<file path="src/rtl/tank_pkg.sv">
// Shared tank definitions: heading encodings, AI state encoding and small helpers
// used by the AI controller, the tank datapath and the map logic.
package tank_pkg;

  localparam logic [3:0] DIR_DOWN  = 4'b0001;
  localparam logic [3:0] DIR_UP    = 4'b0010;
  localparam logic [3:0] DIR_RIGHT = 4'b0100;
  localparam logic [3:0] DIR_LEFT  = 4'b1000;

  typedef enum logic [1:0] {
    IDLE = 2'd0,
    TURN = 2'd1,
    MOVE = 2'd2,
    AIM  = 2'd3
  } ai_state_t;

  // Clockwise rotation: up -> right -> down -> left -> up.
  function automatic logic [3:0] rot_cw(input logic [3:0] dir);
    case (dir)
      DIR_UP:    return DIR_RIGHT;
      DIR_RIGHT: return DIR_DOWN;
      DIR_DOWN:  return DIR_LEFT;
      DIR_LEFT:  return DIR_UP;
      default:   return dir;
    endcase
  endfunction

  // Unsigned distance without wrap-around.
  function automatic logic [9:0] abs_diff(input logic [9:0] a, input logic [9:0] b);
    return (a >= b) ? (a - b) : (b - a);
  endfunction

endpackage

</file>
<file path="src/rtl/tank_ai_ctrl_if.sv">
// Control bundle between the tank AI and its environment (frame timing, positions,
// move/shoot requests). slave = the AI, master = whatever drives and observes it.
interface tank_ai_ctrl_if;

  logic       frame_tick_i;
  logic       enable_i;
  logic       tank_die_i;
  logic [9:0] tank_x_i;
  logic [9:0] tank_y_i;
  logic [9:0] target_x_i;
  logic [9:0] target_y_i;
  logic [3:0] tank_move_o;
  logic       tank_shoot_o;
  logic [1:0] ai_state_o;

  modport slave (
    input  frame_tick_i, enable_i, tank_die_i,
    input  tank_x_i, tank_y_i, target_x_i, target_y_i,
    output tank_move_o, tank_shoot_o, ai_state_o
  );

  modport master (
    output frame_tick_i, enable_i, tank_die_i,
    output tank_x_i, tank_y_i, target_x_i, target_y_i,
    input  tank_move_o, tank_shoot_o, ai_state_o
  );

endinterface

</file>
<file path="src/rtl/tank_lfsr.sv">
// 16-bit Galois LFSR (x^16+x^14+x^13+x^11), free-running every clock.
// Only the low byte is consumed by the AI, so only that is exported.
module tank_lfsr #(
  parameter logic [15:0] SEED = 16'hACE1
) (
  input  logic       clk_i,
  input  logic       reset_tank,
  output logic [7:0] rnd_o
);

  // An all-zero state would lock the register up forever.
  localparam logic [15:0] SEED_SAFE = (SEED == 16'h0000) ? 16'h0001 : SEED;
  localparam logic [15:0] TAPS      = 16'hB400;

  logic [15:0] lfsr_q;
  logic [15:0] lfsr_d;

  always_comb begin
    lfsr_d = {1'b0, lfsr_q[15:1]} ^ (lfsr_q[0] ? TAPS : 16'h0000);
  end

  // NOTE: sequential state uses non-blocking assignments so every flop samples pre-edge values.
  always_ff @(posedge clk_i or posedge reset_tank) begin
    if (reset_tank) lfsr_q <= SEED_SAFE;
    else            lfsr_q <= lfsr_d;
  end

  assign rnd_o = lfsr_q[7:0];

endmodule

</file>
<file path="src/rtl/tank_ai_ctrl.sv">
// Enemy tank autopilot: wanders in random headings, turns away from walls it is stuck
// against, and swings toward and fires at the player when it lines up on a row/column.
module tank_ai_ctrl
  import tank_pkg::*;
#(
  parameter logic [15:0] LFSR_SEED        = 16'hACE1,
  parameter logic [3:0]  DIR_INIT         = 4'b0001,
  parameter logic [7:0]  MOVE_FRAMES_MIN  = 8'd32,
  parameter logic [7:0]  MOVE_FRAMES_MASK = 8'h3F,
  parameter logic [3:0]  STUCK_FRAMES     = 4'd8,
  parameter logic [7:0]  SHOOT_PERIOD     = 8'd90,
  parameter logic [9:0]  ALIGN_TOL        = 10'd8,
  parameter logic [1:0]  AIM_FRAMES       = 2'd2
) (
  input  logic            clk_i,
  input  logic            reset_tank,
  tank_ai_ctrl_if.slave   bus
);

  logic [7:0] rnd;

  tank_lfsr #(.SEED(LFSR_SEED)) u_lfsr (
    .clk_i      (clk_i),
    .reset_tank (reset_tank),
    .rnd_o      (rnd)
  );

  ai_state_t   state_q;
  logic [3:0]  dir_q, blocked_q, aim_dir_q, move_q;
  logic        shoot_q;
  logic [7:0]  cooldown_q, move_cnt_q;
  logic [3:0]  stuck_cnt_q;
  logic [19:0] last_xy_q;
  logic [1:0]  aim_cnt_q;

  logic [3:0]  turn_raw, turn_dir, aim_dir;
  logic [8:0]  run_sum;
  logic [7:0]  run_len, move_cnt_nxt, cooldown_nxt;
  logic [9:0]  dx, dy;
  logic        aligned, aim_done;
  logic [3:0]  stuck_nxt;
  logic [19:0] cur_xy;

  // NOTE: every always_comb output gets a value up front so no path can infer a latch.
  always_comb begin
    turn_raw = DIR_DOWN << rnd[1:0];
    turn_dir = (turn_raw == blocked_q) ? rot_cw(turn_raw) : turn_raw;
    run_sum  = {1'b0, MOVE_FRAMES_MIN} + {1'b0, rnd & MOVE_FRAMES_MASK};
    run_len  = run_sum[8] ? 8'hFF : run_sum[7:0];

    cur_xy       = {bus.tank_x_i, bus.tank_y_i};
    stuck_nxt    = (cur_xy == last_xy_q) ? stuck_cnt_q + 4'd1 : 4'd0;
    move_cnt_nxt = (move_cnt_q == 8'd0) ? 8'd0 : move_cnt_q - 8'd1;
    cooldown_nxt = (cooldown_q == 8'd0) ? 8'd0 : cooldown_q - 8'd1;
    aim_done     = ({1'b0, aim_cnt_q} + 3'd1) >= {1'b0, AIM_FRAMES};

    // Column alignment takes precedence: shooting vertically when both match.
    dx      = abs_diff(bus.tank_x_i, bus.target_x_i);
    dy      = abs_diff(bus.tank_y_i, bus.target_y_i);
    aligned = 1'b0;
    aim_dir = 4'b0000;
    if (dx < ALIGN_TOL) begin
      aligned = 1'b1;
      aim_dir = (bus.target_y_i > bus.tank_y_i) ? DIR_DOWN : DIR_UP;
    end else if (dy < ALIGN_TOL) begin
      aligned = 1'b1;
      aim_dir = (bus.target_x_i > bus.tank_x_i) ? DIR_RIGHT : DIR_LEFT;
    end
  end

  // NOTE: every control register is reset; there is no storage array here that could skip it.
  always_ff @(posedge clk_i or posedge reset_tank) begin
    if (reset_tank) begin
      state_q     <= IDLE;
      dir_q       <= DIR_INIT;
      blocked_q   <= 4'b0000;
      aim_dir_q   <= 4'b0000;
      cooldown_q  <= SHOOT_PERIOD;
      move_cnt_q  <= 8'd0;
      stuck_cnt_q <= 4'd0;
      last_xy_q   <= 20'd0;
      aim_cnt_q   <= 2'd0;
      move_q      <= 4'b0000;
      shoot_q     <= 1'b0;
    end else begin
      if (bus.frame_tick_i && state_q != IDLE) cooldown_q <= cooldown_nxt;

      if (bus.tank_die_i || !bus.enable_i) begin
        state_q <= IDLE;
        move_q  <= 4'b0000;
        shoot_q <= 1'b0;
      end else begin
        case (state_q)
          IDLE: begin
            move_q  <= 4'b0000;
            shoot_q <= 1'b0;
            state_q <= TURN;
          end
          TURN: begin
            dir_q       <= turn_dir;
            move_cnt_q  <= run_len;
            stuck_cnt_q <= 4'd0;
            last_xy_q   <= cur_xy;
            move_q      <= turn_dir;
            state_q     <= MOVE;
          end
          MOVE: begin
            if (bus.frame_tick_i) begin
              move_cnt_q  <= move_cnt_nxt;
              stuck_cnt_q <= stuck_nxt;
              last_xy_q   <= cur_xy;
              if (stuck_nxt == STUCK_FRAMES) begin
                blocked_q <= dir_q;
                move_q    <= 4'b0000;
                state_q   <= TURN;
              end else if (move_cnt_nxt == 8'd0) begin
                blocked_q <= 4'b0000;
                move_q    <= 4'b0000;
                state_q   <= TURN;
              end else if (aligned && cooldown_q == 8'd0) begin
                aim_dir_q <= aim_dir;
                aim_cnt_q <= 2'd0;
                move_q    <= aim_dir;
                state_q   <= AIM;
              end
            end
          end
          AIM: begin
            // Drive toward the target first so the tank's heading turns, then fire.
            if (bus.frame_tick_i) begin
              if (shoot_q) begin
                shoot_q    <= 1'b0;
                cooldown_q <= SHOOT_PERIOD;
                dir_q      <= aim_dir_q;
                move_q     <= aim_dir_q;
                state_q    <= MOVE;
              end else if (aim_done) begin
                move_q  <= 4'b0000;
                shoot_q <= 1'b1;
              end else begin
                aim_cnt_q <= aim_cnt_q + 2'd1;
              end
            end
          end
          default: state_q <= IDLE;
        endcase
      end
    end
  end

  assign bus.tank_move_o  = move_q;
  assign bus.tank_shoot_o = shoot_q;
  assign bus.ai_state_o   = state_q;

endmodule

</file>
<file path="src/flat_wrapper.sv">
// flat-port wrapper written by rule: the top's interface ports become plain ports
module tank_ai_ctrl_flat import tank_pkg::*;
#(
  parameter logic [15:0] LFSR_SEED        = 16'hACE1,
  parameter logic [3:0]  DIR_INIT         = 4'b0001,
  parameter logic [7:0]  MOVE_FRAMES_MIN  = 8'd32,
  parameter logic [7:0]  MOVE_FRAMES_MASK = 8'h3F,
  parameter logic [3:0]  STUCK_FRAMES     = 4'd8,
  parameter logic [7:0]  SHOOT_PERIOD     = 8'd90,
  parameter logic [9:0]  ALIGN_TOL        = 10'd8,
  parameter logic [1:0]  AIM_FRAMES       = 2'd2
)
  (clk_i, reset_tank, bus_frame_tick_i, bus_enable_i, bus_tank_die_i, bus_tank_x_i, bus_tank_y_i, bus_target_x_i, bus_target_y_i, bus_tank_move_o, bus_tank_shoot_o, bus_ai_state_o);
  tank_ai_ctrl_if bus_i ();
  input  logic clk_i;
  input  logic reset_tank;
  input wire logic [$bits(bus_i.frame_tick_i)-1:0] bus_frame_tick_i;
  input wire logic [$bits(bus_i.enable_i)-1:0] bus_enable_i;
  input wire logic [$bits(bus_i.tank_die_i)-1:0] bus_tank_die_i;
  input wire logic [$bits(bus_i.tank_x_i)-1:0] bus_tank_x_i;
  input wire logic [$bits(bus_i.tank_y_i)-1:0] bus_tank_y_i;
  input wire logic [$bits(bus_i.target_x_i)-1:0] bus_target_x_i;
  input wire logic [$bits(bus_i.target_y_i)-1:0] bus_target_y_i;
  output wire logic [$bits(bus_i.tank_move_o)-1:0] bus_tank_move_o;
  output wire logic [$bits(bus_i.tank_shoot_o)-1:0] bus_tank_shoot_o;
  output wire logic [$bits(bus_i.ai_state_o)-1:0] bus_ai_state_o;
  assign bus_i.frame_tick_i = bus_frame_tick_i;
  assign bus_i.enable_i = bus_enable_i;
  assign bus_i.tank_die_i = bus_tank_die_i;
  assign bus_i.tank_x_i = bus_tank_x_i;
  assign bus_i.tank_y_i = bus_tank_y_i;
  assign bus_i.target_x_i = bus_target_x_i;
  assign bus_i.target_y_i = bus_target_y_i;
  assign bus_tank_move_o = bus_i.tank_move_o;
  assign bus_tank_shoot_o = bus_i.tank_shoot_o;
  assign bus_ai_state_o = bus_i.ai_state_o;
  tank_ai_ctrl #(.LFSR_SEED(LFSR_SEED), .DIR_INIT(DIR_INIT), .MOVE_FRAMES_MIN(MOVE_FRAMES_MIN), .MOVE_FRAMES_MASK(MOVE_FRAMES_MASK), .STUCK_FRAMES(STUCK_FRAMES), .SHOOT_PERIOD(SHOOT_PERIOD), .ALIGN_TOL(ALIGN_TOL), .AIM_FRAMES(AIM_FRAMES)) u_core (.clk_i(clk_i), .reset_tank(reset_tank), .bus(bus_i));
endmodule
</file>
<file path="config.mk">
export PLATFORM = sky130hd
export DESIGN_NAME = tank_ai_ctrl_flat
export DESIGN_NICKNAME = d
export VERILOG_FILES = /design/src/rtl/tank_pkg.sv /design/src/rtl/tank_ai_ctrl_if.sv /design/src/rtl/tank_lfsr.sv /design/src/rtl/tank_ai_ctrl.sv /design/src/flat_wrapper.sv
export SDC_FILE = /design/constraint.sdc
export NUM_CORES = 1
export LEC_CHECK = 0
export ABC_CLOCK_PERIOD_IN_PS = 8400
export CORE_AREA = 2 2 106 108
export CTS_CLUSTER_DIAMETER = 120
export DETAILED_ROUTE_END_ITERATION = 6
export DIE_AREA = 0 0 108 110
export PLACE_DENSITY = 0.76
export SLEW_MARGIN = 15
export SYNTH_ARGS = -nofsm -noshare
export SYNTH_HDL_FRONTEND = slang
export SYNTH_SLANG_ARGS = --single-unit
</file>
<file path="constraint.sdc">
create_clock -name clk_i -period 8.4 [get_ports clk_i]
set_input_delay 0.84 -clock clk_i [delete_from_list [all_inputs] [get_ports clk_i]]
set_output_delay 0.84 -clock clk_i [all_outputs]
set_load 0.03 [all_outputs]
</file>
==> results of run 1 <==
==> area by class of cell <==
| class | count | area share |
|---|---|---|
| inverters | 62 | 0.0351 |
| well taps | 140 | 0.0264 |
| clock buffers | 9 | 0.0187 |
| multi-input cells | 543 | 0.532 |
| clock inverters | 7 | 0.0149 |
| flip-flops and latches | 77 | 0.293 |
| repair buffers | 53 | 0.0793 |
==> registers in the layout, indices dropped and copies added (netlist names) <==
signal,flops
u_core.last_xy_q,20
u_core.u_lfsr.lfsr_q,16
u_core.cooldown_q,8
u_core.move_cnt_q,8
u_core.aim_dir_q,4
u_core.blocked_q,4
u_core.bus.tank_move_o,4
u_core.dir_q,4
u_core.stuck_cnt_q,4
u_core.aim_cnt_q,2
u_core.bus.ai_state_o,2
u_core.bus.tank_shoot_o,1
==> metal layers <==
layer  vias up  wire length (microns)  GRT usage
li1       2561                      -          -
met1      2385                   6470      0.321
met2       126                   6300      0.412
met3        22                    645     0.0429
met4         0                    261     0.0778
met5         -                      0          0
==> critical path, stage by stage <==
cell,delay [ns]
clkdlybuf4s50_1,0.49
inv_1,0.05
ha_1,0.38
a211oi_1,0.27
nor2_1,0.09
or3_1,0.45
nor2_1,0.32
and3b_1,0.22
o22ai_1,0.14
nor3_4,0.42
o21ai_1,0.21
a22o_1,0.27
==> power breakdown <==
| group | switching, uW | internal (uW) |
|---|---|---|
| clock | 154 | 169 |
| sequential | 37.0 | 424 |
| combinational | 169 | 127 |
==> through the flow <==
step	cell area, sq um	total power (uW)	cells	hold slack (ns)
2_1_floorplan	5790	672	703	0.331
3_3_place_gp	6400	754	875	0.337
3_5_place_dp	6400	762	875	0.347
4_1_cts	6620	1090	891	0.359
5_1_grt	6620	1150	891	0.362
6_report	6620	1080	891	0.358
==> cell families (layout without fill, tap and decap cells) <==
kind of cell               count (synthesis)  count (layout)  synth area share
buffers and inverters                     83             131            0.0560
DFF                                       77              77             0.336
and+or+nand+nor                          255             255             0.220
AOI/OAI and AO/OA                        193             193             0.210
adders and majority gates                 49              49             0.106
xor gates and xnor gates                  33              33            0.0499
muxes                                     13              13            0.0225
==> Yosys cell counts (all sizes together) (4+ instances only) <==
cell,count
nand4,5
buf,8
o21a,9
nor2,56
clkbuf,13
o21bai,5
xnor2,10
a211oi,9
o211ai,5
and2,6
a31oi,6
inv,62
dfstp,13
nor4b,5
o2bb2ai,4
nand2b,13
nand3,27
or3,7
o22ai,5
nor4,12
xor2,23
a21o,5
o21ai,69
nand2,79
mux2i,13
or4,5
dfrtp,64
nor3b,6
a21oi,46
o31ai,6
ha,49
nor2b,9
nor3,16
==> final timing paths <==
check                                         from                        end  slack [ns]  depth (start not counted)
setup reg to reg              u_core.move_cnt_q[0]  u_core.bus.tank_move_o[2]        5.22                         10
hold / removal             u_core.u_lfsr.lfsr_q[6]    u_core.u_lfsr.lfsr_q[5]        0.36                          0
min in group asynchronous               reset_tank       u_core.last_xy_q[13]        0.89                          2
setup / recovery                 bus_target_x_i[7]        u_core.aim_dir_q[2]        4.49                         12
max in group asynchronous               reset_tank   u_core.u_lfsr.lfsr_q[11]        6.47                          3
hold reg to reg            u_core.u_lfsr.lfsr_q[6]    u_core.u_lfsr.lfsr_q[5]        0.36                          0
==> results.sh, run 1 <==
export IMPL_clk_pin_slew_ns=0.08
export IMPL_grt_usage=0.244
export IMPL_crit_arrival_ns=4.16
export IMPL_yosys_top_cells_area="dfrtp_1 28%, ha_1 11%, dfstp_2 5.9%, o21ai_0 5.8%, nand2_1 5.1%"
export IMPL_post_place_ws_ns=4.18
export IMPL_post_cts_resized=0
export IMPL_cts_buffer_depth=2
export IMPL_root_buffer="clkbuf_8"
export IMPL_finalHoldViolations=0
export IMPL_hold_class="reg -> reg"
export IMPL_cts_sinks=77
export IMPL_first_pass_iters=5
export IMPL_drt_total_wl_microns=13700
export IMPL_grt_max_degree=62
export IMPL_ys_seq_elements=77
export IMPL_place_hpwl_microns=10600
export IMPL_synth_top_area_frac=0.277
export IMPL_maxCapViolCount=0
export IMPL_layout_min_cycle_time_ns=3.91
export IMPL_cts_buffers=9
export IMPL_synth_edf_count=0
export IMPL_slew_headroom=0.411
export IMPL_final_layout_size_suffix_gt1_frac=0.0639
export IMPL_synthDistinctLibCells=64
export IMPL_synth_area_per_cell_sq_um=8.23
export IMPL_end_kind="flop"
export IMPL_die_w_microns=108
export IMPL_syn_cell_area_sq_um=5790
export IMPL_slew_violations=0
export IMPL_clkLatencyLatePin_ns=0.37
export IMPL_htreeDepth=3
export IMPL_tightest_slew_ns=0.875
export IMPL_drt_initial_drc_count=271
export IMPL_via_per_inst=5.72
export IMPL_syn2layout_area_growth_pct=14.5
export IMPL_core_sq_um=10700
export IMPL_seq_area_frac_synth=0.336
export IMPL_cts_tree="built"
export IMPL_die_area_sq_um=11900
export IMPL_port_buffers=51
export IMPL_powerDensity_nw_per_um2=163
export IMPL_syn_nets=797
export IMPL_synth_main_ff_cell="dfrtp_1"
export IMPL_io_pins=52
export IMPL_drc=0
export IMPL_initial_core_util=0.541
export IMPL_fin_setup_tns_ns=0
export IMPL_fillCellCount=933
export IMPL_drt_antenna_violating_nets=0
export IMPL_yosysWarnings=0
export IMPL_seqCellArea_sq_um=1940
export IMPL_cts_hold_buf=0
export IMPL_path_class="in -> reg"
export IMPL_finish_net_count=840
export IMPL_routedWlPerCell_microns=15.4
export IMPL_layout_commonest_cell="nand2_1"
export IMPL_rsz0062_at_grt="false"
export IMPL_status="complete, no violations"
export IMPL_yosysTopAreaCell="dfrtp_1"
export IMPL_grt_pass1_vias=4923
export IMPL_async_flop_share=1.00
export IMPL_multi_input_area_sq_um=3520
export IMPL_crit_fanout=9
export IMPL_grt_antenna_before_repair=0
export IMPL_core_rowCount=38
export IMPL_die_h_microns=110
export IMPL_final_cell_mix="79 x nand2_1, 67 x o21ai_0, 64 x dfrtp_1"
export IMPL_antenna_cells=0
export IMPL_final_util=0.619
export IMPL_routabilityCongestion=0.874
export IMPL_synthCells=703
export IMPL_grt_pass1_wl_microns=22900
export IMPL_cp_start_kind="input pin"
export IMPL_cp_required_ns=8.65
export IMPL_setup_ws_ns=4.49
export IMPL_vias=5094
export IMPL_postCtsSetupBuffers=0
export IMPL_setup_violations=0
export IMPL_p_leak_uw=0.00299
export IMPL_overflow=0
export IMPL_ir_worst_vdd_mv=0.150
export IMPL_fmax_mhz=256
export IMPL_fin_worst_skew_ns=0.0113
export IMPL_post_route_period_util=0.465
(Power assumes the default switching activity.)
==> run 2: changes to the inputs <==
--- a/config.mk
+++ b/config.mk
@@ -5,11 +5,11 @@
 export SDC_FILE = /design/constraint.sdc
 export NUM_CORES = 1
 export LEC_CHECK = 0
-export ABC_CLOCK_PERIOD_IN_PS = 8400
-export CORE_AREA = 2 2 106 108
+export ABC_CLOCK_PERIOD_IN_PS = 3400
+export CORE_AREA = 2 2 108 110
 export CTS_CLUSTER_DIAMETER = 120
 export DETAILED_ROUTE_END_ITERATION = 6
-export DIE_AREA = 0 0 108 110
+export DIE_AREA = 0 0 110 112
 export PLACE_DENSITY = 0.76
 export SLEW_MARGIN = 15
 export SYNTH_ARGS = -nofsm -noshare
==> constraint.sdc (replaced) <==
create_clock -name clk_i -period 3.4 [get_ports clk_i]
set_input_delay 0.34 -clock clk_i [delete_from_list [all_inputs] [get_ports clk_i]]
set_output_delay 0.34 -clock clk_i [all_outputs]
set_load 0.03 [all_outputs]
==> results.sh, run 2 (synthesized netlist as in run 1, its figures left out) <==
export IMPL_cts_buffers=9
export IMPL_crit_start="bus_target_x_i[7]"
export IMPL_via_per_inst=5.77
export IMPL_die_area_sq_um=12300
export IMPL_drt_antenna_violating_nets=0
export IMPL_clkLatencyLatePin_ns=0.35
export IMPL_post_route_period_util=0.948
export IMPL_maxCapViolCount=0
export IMPL_layout_commonest_cell="nand2_1"
export IMPL_finish_net_count=881
export IMPL_fin_worst_skew_ns=0.0114
export IMPL_cts_tree="built"
export IMPL_setup_violations=0
export IMPL_max_stage_delay_ns=0.51
export IMPL_dp_cells=919
export IMPL_rsz0062_at_grt="false"
export IMPL_reg_largest_list="u_core.last_xy_q (20), u_core.u_lfsr.lfsr_q (16)"
export IMPL_grt_antenna_before_repair=0
export IMPL_root_buffer="clkbuf_16"
export IMPL_tightest_slew_ns=0.564
export IMPL_status="complete, no violations"
export IMPL_initial_core_util=0.518
export IMPL_grt_pass1_vias=5496
export IMPL_reg2reg_depth=10
export IMPL_slew_headroom=0.619
export IMPL_crit_arrival_ns=3.46
export IMPL_syn2layout_area_growth_pct=21.8
export IMPL_die_w_microns=110
export IMPL_fillCellCount=969
export IMPL_cp_depth=12
export IMPL_reg2reg_from="u_core.move_cnt_q[0]"
export IMPL_io_pins=52
export IMPL_drt_initial_drc_count=343
export IMPL_crit_top_cell="o211ai_1"
export IMPL_worst_hold_slack_ns=0.280
export IMPL_crit_buf_inv=2
export IMPL_layout_min_cycle_time_ns=3.22
export IMPL_fmax_mhz=310
export IMPL_grt_max_degree=62
export IMPL_final_cell_mix="79 x nand2_1, 67 x o21ai_0, 64 x dfrtp_1"
export IMPL_p_leak_uw=0.00322
export IMPL_port_buffers=51
export IMPL_drc=0
export IMPL_core_rowCount=39
export IMPL_path_class="in -> reg"
export IMPL_crit_fanout=6
export IMPL_cts_sinks=77
export IMPL_overflow=0
export IMPL_cts_buffer_depth=2
export IMPL_htreeDepth=3
export IMPL_die_h_microns=112
export IMPL_cpLargestDelayFamily="simple AND/OR/NAND/NOR gates"
export IMPL_routedWlPerCell_microns=15.6
export IMPL_cp_required_ns=3.64
export IMPL_drt_total_wl_microns=14600
export IMPL_vias=5397
export IMPL_first_pass_iters=5
export IMPL_worstPathCellList="clkdlybuf4s50_1 > inv_1 > ha_1 > a211oi_1 > nor2_1 > or3_4 > or3_1 > o211ai_1 > o211ai_1 > nor3_4 > o21ai_1 > a22o_1"
export IMPL_slew_violations=0
export IMPL_layout_cells_non_filler=935
export IMPL_powerDensity_nw_per_um2=416
export IMPL_hold_class="in -> async"
export IMPL_end_kind="flop"
export IMPL_grt_usage=0.254
export IMPL_cp_slowest_cell="clkdlybuf4s50_1"
export IMPL_cts_hold_buf=0
export IMPL_largest_reg_flops=20
export IMPL_final_layout_size_suffix_gt1_frac=0.116
export IMPL_core_sq_um=11200
export IMPL_largest_register="u_core.last_xy_q"
export IMPL_antenna_cells=0
export IMPL_grt_pass1_wl_microns=24700
export IMPL_place_hpwl_microns=11300
export IMPL_clk_pin_slew_ns=0.06
export IMPL_finalHoldViolations=0
export IMPL_routabilityCongestion=0.922
export IMPL_fin_setup_tns_ns=0
export IMPL_ir_worst_vdd_mv=0.445
export IMPL_cp_start_kind="input pin"
-- run 2: changes by cell type in the layout (fill, tap and decap cells not counted), moves of 2 or more --
cell / previous run / this run
clkbuf_8: 9 / 0
inv_6: 0 / 2
buf_4: 2 / 42
clkinv_2: 2 / 0
clkbuf_16: 0 / 9
-- run 2: worst register-to-register path, delay by kind of cell (launching register included) --
| kind | cells | cell delay (ns) |
|---|---|---|
| compound gates | 3 | 0.77 |
| fa+ha+maj | 1 | 0.23 |
| buf+inv | 1 | 0.11 |
| flops | 1 | 0.40 |
| mux | 1 | 0.13 |
| simple gates | 4 | 1.37 |
-- run 2: layer usage --
| layer | share of wire | global-route usage | wire, microns |
|---|---|---|---|
| met3 | 0.042 | 0.0591 | 620 |
| met2 | 0.51 | 0.437 | 7430 |
| met1 | 0.42 | 0.295 | 6090 |
| met5 | 0 | 0 | 0 |
| met4 | 0.030 | 0.112 | 442 |
-- run 2: area by class of cell --
| cell class | count | area, sq um | share of cell area |
|---|---|---|---|
| multi-input cells | 543 | 3540 | 0.502 |
| flip-flops and latches | 77 | 1940 | 0.276 |
| repair buffers | 94 | 846 | 0.120 |
| inverters | 62 | 233 | 0.0330 |
| clock buffers | 9 | 225 | 0.0320 |
| well taps | 143 | 179 | 0.0254 |
| clock inverters | 7 | 81.3 | 0.0115 |
-- run 2: final timing paths --
kind                                              to  slack (ns)
setup / recovery                 u_core.aim_dir_q[2]        0.18
hold / removal               u_core.u_lfsr.lfsr_q[4]        0.28
setup reg to reg           u_core.bus.tank_move_o[3]        0.33
hold reg to reg             u_core.u_lfsr.lfsr_q[11]        0.35
max in group asynchronous       u_core.cooldown_q[3]        2.43
min in group clk_i          u_core.u_lfsr.lfsr_q[11]        0.35
-- run 2: report_power, final --
group | internal [uW] | switching, uW | leakage (uW)
Combinational | 357 | 439 | 0.00211
Sequential | 1050 | 94.4 | 0.000967
Clock | 577 | 412 | 0.000147
-- run 2: timing repair --
item,in CTS,in global routing
hold endpoints to repair,0,0
resized for setup,0,3
setup endpoints to repair,0,6
buffers inserted,0,0
-- run 2: per-stage QoR --
stage	instance area, sq um	util	setup WS, ns	power (uW)
global route	7050	0.631	0.0140	3100
floorplan	5790	-	0.483	1660
CTS	7030	0.629	0.157	2940
detailed placement	6730	0.602	-0.179	1930
global placement	6730	0.602	-0.0202	1890
finish	7050	0.631	0.178	2930
